File: config.mk
export PLATFORM = sky130hd
export DESIGN_NAME = pwm_multi_gen
export DESIGN_NICKNAME = d
export VERILOG_FILES = /design/src/rtl/pwm_pkg.sv /design/src/rtl/pwm_channel.sv /design/src/rtl/pwm_multi_gen.sv
export SDC_FILE = /design/constraint.sdc
export NUM_CORES = 1
export LEC_CHECK = 0
export ABC_AREA = 1
export BUFFER_PORTS_ARGS = -buffer_cell sky130_fd_sc_hd__buf_2
export CAP_MARGIN = 25
export CORE_UTILIZATION = 40
export CTS_CLUSTER_SIZE = 14
export DETAILED_ROUTE_END_ITERATION = 10
export PLACE_DENSITY_LB_ADDON = 0.15
export SYNTH_ARGS = -nofsm -noshare
export SYNTH_HDL_FRONTEND = slang
export SYNTH_HIERARCHICAL = 1
export SYNTH_SLANG_ARGS = --single-unit
export TNS_END_PERCENT = 1
File: constraint.sdc
create_clock -name clk -period 12.5 [get_ports clk]
set_input_delay 2.5 -clock clk [delete_from_list [all_inputs] [get_ports clk]]
set_output_delay 2.5 -clock clk [all_outputs]
set_load 0.02 [all_outputs]
File: src/rtl/pwm_pkg.sv
// Shared types and elaboration-time helpers for the multi-channel PWM generator.
package pwm_pkg;

    typedef enum logic {
        PWM_EDGE   = 1'b0,
        PWM_CENTRE = 1'b1
    } mode_t;

    typedef enum logic {
        DIR_UP   = 1'b0,
        DIR_DOWN = 1'b1
    } dir_t;

    function automatic int clog2(input int value);
        int r;
        int v;
        r = 0;
        v = value - 1;
        while (v > 0) begin
            r = r + 1;
            v = v >> 1;
        end
        return r;
    endfunction

    function automatic int calc_period(input int clk_hz, input int freq);
        return clk_hz / freq;
    endfunction

    function automatic int calc_half(input int period);
        return period / 2;
    endfunction

endpackage

File: src/rtl/pwm_channel.sv
// One PWM output: pending/active duty and polarity, threshold compare, output register.
module pwm_channel
    import pwm_pkg::*;
#(
    parameter int PERIOD = 10,
    parameter int HALF   = 5,
    parameter int CW     = 4,
    parameter int RES    = 4
) (
    input  logic           clk,
    input  logic           reset,
    input  logic           en,
    input  logic           load,
    input  logic           boundary,
    input  logic           centre,
    input  logic [CW-1:0]  cnt,
    input  logic [RES-1:0] duty,
    input  logic           polarity,
    output logic           pwm
);

    localparam int PW = CW + RES;

    logic [RES-1:0] pend_duty;
    logic [RES-1:0] act_duty;
    logic [RES-1:0] eff_duty;
    logic           pend_pol;
    logic           act_pol;
    logic           eff_pol;
    logic [PW-1:0]  prod_edge;
    logic [PW-1:0]  prod_centre;
    logic [CW-1:0]  thr;
    logic [CW-1:0]  thrc;
    logic           raw;

    // On the boundary cycle the freshly promoted settings already drive the compare,
    // so the new period starts cleanly at cnt==0.
    always_comb begin
        eff_duty    = boundary ? pend_duty : act_duty;
        eff_pol     = boundary ? pend_pol  : act_pol;
        prod_edge   = PW'(PERIOD) * PW'(eff_duty);
        prod_centre = PW'(HALF) * PW'(eff_duty);
        thr         = CW'(prod_edge >> RES);
        thrc        = CW'(prod_centre >> RES);
        raw         = centre ? (cnt >= (CW'(HALF) - thrc)) : (cnt < thr);
    end

    always_ff @(posedge clk or posedge reset) begin
        if (reset) begin
            pend_duty <= '0;
            pend_pol  <= 1'b0;
            act_duty  <= '0;
            act_pol   <= 1'b0;
            pwm       <= 1'b0;
        end else begin
            if (load) begin
                pend_duty <= duty;
                pend_pol  <= polarity;
            end
            if (boundary) begin
                act_duty <= pend_duty;
                act_pol  <= pend_pol;
            end
            pwm <= en ? (raw ^ eff_pol) : act_pol;
        end
    end

endmodule

File: src/rtl/pwm_multi_gen.sv
// N-channel PWM generator: shared period counter (edge or centre aligned), mode shadow,
// period_start strobe, and one pwm_channel per output.
//   state    | meaning
//   DIR_UP   | counting up; cnt==0 here is the period boundary
//   DIR_DOWN | centre mode only, counting back down to 0
module pwm_multi_gen
    import pwm_pkg::*;
#(
    parameter int CLK_HZ   = 100_000_000,
    parameter int FREQ     = 5000,
    parameter int CHANNELS = 4,
    parameter int RES      = 10
) (
    input  logic                    clk,
    input  logic                    reset,
    input  logic                    en,
    input  logic                    mode,
    input  logic                    load,
    input  logic [CHANNELS*RES-1:0] duty,
    input  logic [CHANNELS-1:0]     polarity,
    output logic [CHANNELS-1:0]     PWM,
    output logic                    period_start
);

    localparam int PERIOD = calc_period(CLK_HZ, FREQ);
    localparam int HALF   = calc_half(PERIOD);
    localparam int CW     = clog2(PERIOD);

    if (PERIOD < 4) begin : g_bad_period
        $error("pwm_multi_gen: PERIOD = CLK_HZ/FREQ must be at least 4");
    end
    if (CHANNELS < 1 || CHANNELS > 16) begin : g_bad_channels
        $error("pwm_multi_gen: CHANNELS must be 1..16");
    end

    logic [CW-1:0] cnt;
    dir_t          dir;
    mode_t         mode_act;
    mode_t         mode_pend;
    mode_t         mode_eff;
    logic          boundary;

    assign boundary = en && (cnt == '0) && (dir == DIR_UP);
    assign mode_eff = boundary ? mode_pend : mode_act;

    always_ff @(posedge clk or posedge reset) begin
        if (reset) begin
            cnt          <= '0;
            dir          <= DIR_UP;
            mode_act     <= PWM_EDGE;
            mode_pend    <= PWM_EDGE;
            period_start <= 1'b0;
        end else begin
            if (load) begin
                mode_pend <= mode_t'(mode);
            end
            period_start <= boundary;
            if (!en) begin
                cnt <= '0;
                dir <= DIR_UP;
            end else begin
                if (boundary) begin
                    mode_act <= mode_pend;
                end
                if (mode_eff == PWM_EDGE) begin
                    dir <= DIR_UP;
                    cnt <= (cnt == CW'(PERIOD - 1)) ? '0 : cnt + 1'b1;
                end else if (dir == DIR_UP) begin
                    // Turnaround values are held one extra cycle so the period is 2*HALF.
                    if (cnt == CW'(HALF - 1)) begin
                        dir <= DIR_DOWN;
                    end else begin
                        cnt <= cnt + 1'b1;
                    end
                end else begin
                    if (cnt == '0) begin
                        dir <= DIR_UP;
                    end else begin
                        cnt <= cnt - 1'b1;
                    end
                end
            end
        end
    end

    for (genvar i = 0; i < CHANNELS; i++) begin : g_ch
        pwm_channel #(
            .PERIOD (PERIOD),
            .HALF   (HALF),
            .CW     (CW),
            .RES    (RES)
        ) u_ch (
            .clk      (clk),
            .reset    (reset),
            .en       (en),
            .load     (load),
            .boundary (boundary),
            .centre   (mode_eff == PWM_CENTRE),
            .cnt      (cnt),
            .duty     (duty[i*RES +: RES]),
            .polarity (polarity[i]),
            .pwm      (PWM[i])
        );
    end

endmodule

======== Word-level counts from Yosys, hierarchy flattened ========
Cells that the tools add are included.
word-level totals
  flip-flop bits (word level) ............. 111
  bits of input ports ..................... 49
  output and inout port bits .............. 5
  logic and storage cells ................. 88
operators by class
  add/subtract/negate cells ............... 6
  $mul .................................... 8
  magnitude comparators ................... 8
  equality and inequality tests ........... 4
  mux-type cells .......................... 28
  bitwise operators ....................... 5
  reductions and logical operators ........ 4
operators with widths
  cell                      number
  $mul A10 B10 Y20 const A  8
  $mux W15                  6
  $ge A15 B15 Y1            4
  $lt A15 B15 Y1            4
  $sub A14 B14 Y15 const A  4
  $mux W10                  4
  $mux W1                   18
  $add A15 B1 Y15 const B   1
  $eq A15 B14 Y1 const B    1
  $eq A15 B15 Y1 const B    1
  $logic_not A15 Y1         1
  $sub A15 B1 Y15 const B   1
  $ne A4 B4 Y1 const B      2
  $xor A1 B1 Y1             4
  $logic_and A1 B1 Y1       2
  $reduce_and A2 Y1         1
  $not A1 Y1                1

======== Logic depth before layout (Yosys ltp) ========
  word-level depth ........................ 10
  mapped depth ............................ 45
  gate-level depth less buffers ........... 44

======== Modules after synthesis ========
Netlist, hierarchy kept.
modules (own cells, without submodules)
  module                       times used  cells an instance  area each (µm²)  sequential area each (µm²)
  pwm_channel at g_ch[0].u_ch  1           514                3831.2           575.6
  pwm_channel at g_ch[1].u_ch  1           516                3763.6           575.6
  pwm_channel at g_ch[3].u_ch  1           501                3758.6           575.6
  pwm_channel at g_ch[2].u_ch  1           510                3721.1           575.6
  pwm_multi_gen                1           310                1964.4           475.5

======== Worst setup path after synthesis ========
Ideal clock, no wire load.
  path type ............................... input port to flip-flop
  start ................................... in en
  end ..................................... reg g_ch[1].u_ch.pwm
  setup time .............................. 0.117 ns
  arrival time ............................ 8.234 ns
  data required time ...................... 12.383 ns
  setup slack ............................. 4.149 ns
  cell stages on the path ................. 33
  buffers on the path ..................... 1
  cell sequence ........................... inv_1 -> nor2_1 -> nand3_2 -> inv_1 -> buf_1 -> nor2_1 -> a21oi_1 -> fa_1 -> fa_1 -> ha_1 -> fa_1 -> ha_1 -> ha_1 -> nand2_1 -> inv_1 -> a21oi_2 -> inv_1 -> a21oi_2 -> nand2_1 -> nand2_1 -> nand2_1 -> nor2_1 -> nand2_1 -> nand2_1 -> nand2_1 -> ha_1 -> nand2_1 -> nor4_1 -> nand2_1 -> nand4_1 -> nand3_1 -> nand3_1 -> nand2_1
between the ends
  longest elaborated chain between the ends .. 9
  elaborated cells between the ends (all ways) .. 13
  those cells by class .................... add/sub: 1; mul: 2; order compare: 2; mux: 5; bitwise: 1; reduce/logical: 2
RTL lines
  item                                   line                                  RTL
  from (decl)                            pwm_multi_gen.sv:16                   input logic en,
  $logic_and A1 B1 Y1 (*) (2 in series)  pwm_multi_gen.sv:43                   assign boundary = en && (cnt == '0) && (dir == DIR_UP);
  net boundary                           pwm_multi_gen.sv:41                   logic boundary;
  $mux W10 (*)                           n/a
  net g_ch[1].u_ch.eff_duty[7]           pwm_channel.sv:26                     logic [RES-1:0] eff_duty;
  $mul A10 B10 Y20                       pwm_channel.sv:41, pwm_channel.sv:42
  $sub A14 B14 Y15                       pwm_channel.sv:45                     raw = centre ? (cnt >= (CW'(HALF) - thrc)) : (cnt < thr);
  $ge A15 B15 Y1                         pwm_channel.sv:45
  $mux W1 (*)                            pwm_channel.sv:45
  $xor A1 B1 Y1 (*)                      pwm_channel.sv:64                     pwm <= en ? (raw ^ eff_pol) : act_pol;
  $mux W1 (*)                            pwm_channel.sv:64
  to (signal assigned)                   pwm_channel.sv:64
  to (decl)                              pwm_channel.sv:19                     output logic pwm
The timed path passes the listed nets; every way through them passes the cells marked *.
A chain may end at the register's enable or synchronous reset.

======== Worst setup path after layout ========
  start ................................... in en
  end ..................................... reg g_ch[2].u_ch.pwm
between the ends
  longest elaborated chain between the ends .. 9
  elaborated cells between the ends (all ways) .. 13
  those cells by class .................... add/sub: 1; mul: 2; order compare: 2; mux: 5; bitwise: 1; reduce/logical: 2
RTL lines
  item                                   line
  $logic_and A1 B1 Y1 (*) (2 in series)  pwm_multi_gen.sv:43
  net boundary                           pwm_multi_gen.sv:41
  $mux W10 (*)                           n/a
  net g_ch[2].u_ch.eff_duty[7]           pwm_channel.sv:26
  $mul A10 B10 Y20                       pwm_channel.sv:41, pwm_channel.sv:42
  $sub A14 B14 Y15                       pwm_channel.sv:45
  $ge A15 B15 Y1                         pwm_channel.sv:45
  $mux W1 (*)                            pwm_channel.sv:45
  $xor A1 B1 Y1 (*)                      pwm_channel.sv:64
  $mux W1 (*)                            pwm_channel.sv:64
  to (signal assigned)                   pwm_channel.sv:64
  to (decl)                              pwm_channel.sv:19
Marks and branches as above.

==> run_results.csv <==
group,metric,value,unit
floorplanning,rows,75,
setup_path,cp-start-kind,"primary input",
timing,clock_skew,8.44,ps
setup_path,endpoint_kind,"flip-flop",
finish,n_fill_cell,4283,
setup_path,critPathRequiredTime,12760,ps
logic_synthesis,yosys_register_bits,111,
min_path,hp-class,"reg2reg",
floorplanning,floorplan.die_area,0.0434,mm^2
timing,period_minus_slack,9710,ps
setup_path,timing.rr.end,"g_ch[2].u_ch/pwm$_DFF_PP0_",
timing,slew_viol_final,0,
cts,clkSinkCount,111,
run_status,run_status,"completed",
global_routing,grt_start_max_net_pins,91,
cts,worst_setup_hold_path_clk_slew,70,ps
setup_path,crit_path_start,"en",
floorplanning,die_height,208,um
floorplanning,dieWidth,208,um
global_routing,number_of_antenna_violations_at_the_first_check_in_global_routing,0,
setup_path,critical_path.max_stage_delay,610,ps
placed_design,post-dp-hpwl,32.7,mm
setup_path,cp_data_arrival_time,9970,ps
global_routing,grt_first_pass_wirelength,69.5,mm
detailed_routing,route.vias.total,14500,
detailed_routing,dr.pass1.iters,5,
detailed_routing,wl_per_cell,13.5,um
cts,worstSkewPairLatency,380,ps
logic_synthesis,synth_fp_nets,2831,
logic_synthesis,synth_warnings,6,
setup_path,reg2reg_slack,4190,ps
timing,final_hold_viol_count,0,
setup_path,crit_path_max_fanout,49,
logic_synthesis,synthesis.area_per_instance,7.25,um^2
cts,cts_htree_levels,3,
timing,worst-slew-pin-transition,966,ps
global_routing,first_global_vias,14500,
timing,setup-violations-final,0,
cts,cts_buffers,9,
placed_design,weighted_congestion_reported_at_the_end_of_routability_driven_placement,0.905,
logic_synthesis,synth_seq_area_share,16.3,%
timing,min_period_over_period,77.7,%
cts,post-cts-setup-buffers,0,
logic_synthesis,synthCells,2351,
setup_path,critical_path.endpoint,"g_ch[2].u_ch/pwm$_DFF_PP0_",
setup_path,worst_r2r_path_depth,37,
setup_path,path_class,"in2reg",
detailed_routing,postRouteWirelength,39.8,mm
global_routing,grt_remaining_overflow,0,
logic_synthesis,synthesis.area,0.0170,mm^2
cts,post_cts_hold_buffer_count,0,
floorplanning,top_level_ports,54,
placed_design,port_buffers,53,
detailed_routing,total_drc_errors_in_the_routed_layout,0,
setup_path,r2r-start,"cnt[1]$_DFFE_PP0P_",
timing,timing.fmax,103,MHz
logic_synthesis,yosys.cell_types.count,41,
detailed_routing,route.antenna.remaining_nets,0,
timing,remaining_max_slew_budget_at_the_tightest_pin,35.6,%
run,max_cap_viol_count,0,
finish,syn2layout_area_growth,6.70,%
detailed_routing,initial_drt_markers,840,
cts,clock-root-buffer,"sky130_fd_sc_hd__clkbuf_16",
global_routing,grtUsageTotal,19.4,%
detailed_routing,drt-vias-per-instance,4.95,
cts,tritoncts_clock_tree,"built",
cts,total_of_cells_resized_after_clock_tree_synthesis,0,
cts,clk_path_buf_depth,2,
timing,grt_setup_unrepaired,"no",
timing,finalSetupTns,0,ps
setup_path,slowest_stage,"sky130_fd_sc_hd__a21oi_1",
setup_path,path_common_cell,"sky130_fd_sc_hd__nand2_1",
floorplanning,initial_utilization,40.6,%
floorplanning,core_area,0.0419,mm^2
finish,final_net_count,2872,
finish,drive_gt1_share,9.64,%
stage by stage:
| stage | hold WS [ps] | cell area (um^2) | instances | utilization, % | setup WS [ps] |
|---|---|---|---|---|---|
| after floorplan | 443 | 17000 | 2351 | - | 4150 |
| after global placement | 452 | 17800 | 2919 | 42.6 | 2490 |
| after detailed placement | 460 | 17800 | 2919 | 42.6 | 2350 |
| after CTS | 478 | 18100 | 2935 | 43.3 | 2750 |
| after global routing | 502 | 18200 | 2936 | 43.3 | 2000 |
| final | 473 | 18200 | 2937 | 43.3 | 2790 |
cells in the mapped netlist, drive strengths merged:
library cell    n  area share (%)
inv           387             8.5
buf            14            0.63
a211oi          1           0.044
or2             5            0.18
nand3b          3            0.13
nand4          46             1.7
dfrtp         111              16
nand3         171             5.4
a31oi           2           0.073
xor2           41             2.2
a21oi         102             3.3
o21ai         116             3.4
nor2          164             4.6
nand2         703              17
ha            363              27
and2            2           0.073
clkbuf         15            0.35
fa             68             8.0
nor3           12            0.38
nor3b           1           0.044
a21boi          4            0.18
nor4            1           0.037
a21o            4            0.18
xnor2           9            0.46
o21bai          6            0.26
cells by family (layout without fill, tap and decap cells):
kind of cell	after synthesis	after routing	synth area share (%)
and+or+nand+nor	1108	1108	29.5
adders and majority gates	431	431	34.6
buffers and inverters	416	462	9.51
AOI/OAI and AO/OA	235	235	7.40
DFF	111	111	16.3
xor gates and xnor gates	50	50	2.66
other	0	1	0
layout by cell type (no fill, tap or decap), types with 9 or more instances in the layout:
cell type / n
sky130_fd_sc_hd__nor2_1: 129
sky130_fd_sc_hd__nand4_1: 46
sky130_fd_sc_hd__dfrtp_1: 111
sky130_fd_sc_hd__nand2_2: 62
sky130_fd_sc_hd__nor3_1: 11
sky130_fd_sc_hd__buf_2: 53
sky130_fd_sc_hd__a21oi_2: 12
sky130_fd_sc_hd__nand3_2: 13
sky130_fd_sc_hd__inv_2: 15
sky130_fd_sc_hd__nor2_4: 11
sky130_fd_sc_hd__nand3_1: 158
sky130_fd_sc_hd__fa_1: 68
sky130_fd_sc_hd__ha_1: 363
sky130_fd_sc_hd__nand2_4: 12
sky130_fd_sc_hd__nand2_1: 629
sky130_fd_sc_hd__o21ai_0: 108
sky130_fd_sc_hd__xor2_1: 39
sky130_fd_sc_hd__clkbuf_16: 9
sky130_fd_sc_hd__a21oi_1: 90
sky130_fd_sc_hd__nor2_2: 22
sky130_fd_sc_hd__xnor2_1: 9
sky130_fd_sc_hd__inv_1: 372
critical path: cells and delay by family:
kind	cells	cell delay, ps
fa+ha+maj	7	2840
compound gates	4	950
simple gates	18	2060
buf+inv	5	1520
sequential cells by signal, indices dropped and copies added (netlist names):
name and cells:
cnt 15, dir 1, g_ch.u_ch/act_duty 40, g_ch.u_ch/act_pol 4
g_ch.u_ch/pend_duty 40, g_ch.u_ch/pend_pol 4, g_ch.u_ch/pwm 4, mode_act 1
mode_pend 1, period_start 1
how the worst min path moves through the flow:
stage | start | end | depth (start not counted)
3_3_place_gp | g_ch[3].u_ch/act_pol$_DFF_PP0_ | g_ch[3].u_ch/pwm$_DFF_PP0_ | 2
3_5_place_dp | g_ch[0].u_ch/act_pol$_DFF_PP0_ | g_ch[0].u_ch/pwm$_DFF_PP0_ | 2
6_report | g_ch[0].u_ch/act_pol$_DFF_PP0_ | g_ch[0].u_ch/pwm$_DFF_PP0_ | 2
5_1_grt | g_ch[2].u_ch/act_pol$_DFF_PP0_ | g_ch[2].u_ch/pwm$_DFF_PP0_ | 2
4_1_cts | g_ch[0].u_ch/act_pol$_DFF_PP0_ | g_ch[0].u_ch/pwm$_DFF_PP0_ | 2
2_1_floorplan | g_ch[0].u_ch/act_pol$_DFF_PP0_ | g_ch[0].u_ch/pwm$_DFF_PP0_ | 2
per-layer routing:
layer | GRT usage, % | up-vias | wire length [um]
met1 | 26.5 | 6668 | 19700
li1 | - | 7642 | -
met5 | 0 | - | 0
met3 | 1.55 | 37 | 1090
met4 | 4.78 | 0 | 575
met2 | 33.0 | 190 | 18400
area by class of cell:
cell class | instances | area, um^2 | area share [%]
clock buffer | 10 | 239 | 1.31
multi-input combinational | 1824 | 12600 | 69.5
antenna | 1 | 2.50 | 0.0138
sequential | 111 | 2780 | 15.3
timing repair buffer | 59 | 330 | 1.82
inverter | 387 | 1450 | 7.99
clock inverter | 6 | 62.6 | 0.344
tap | 539 | 674 | 3.71
Power is left out: the tool's default activity adds up to more than one toggle a clock period on the data nets, which glitch-free logic cannot reach.
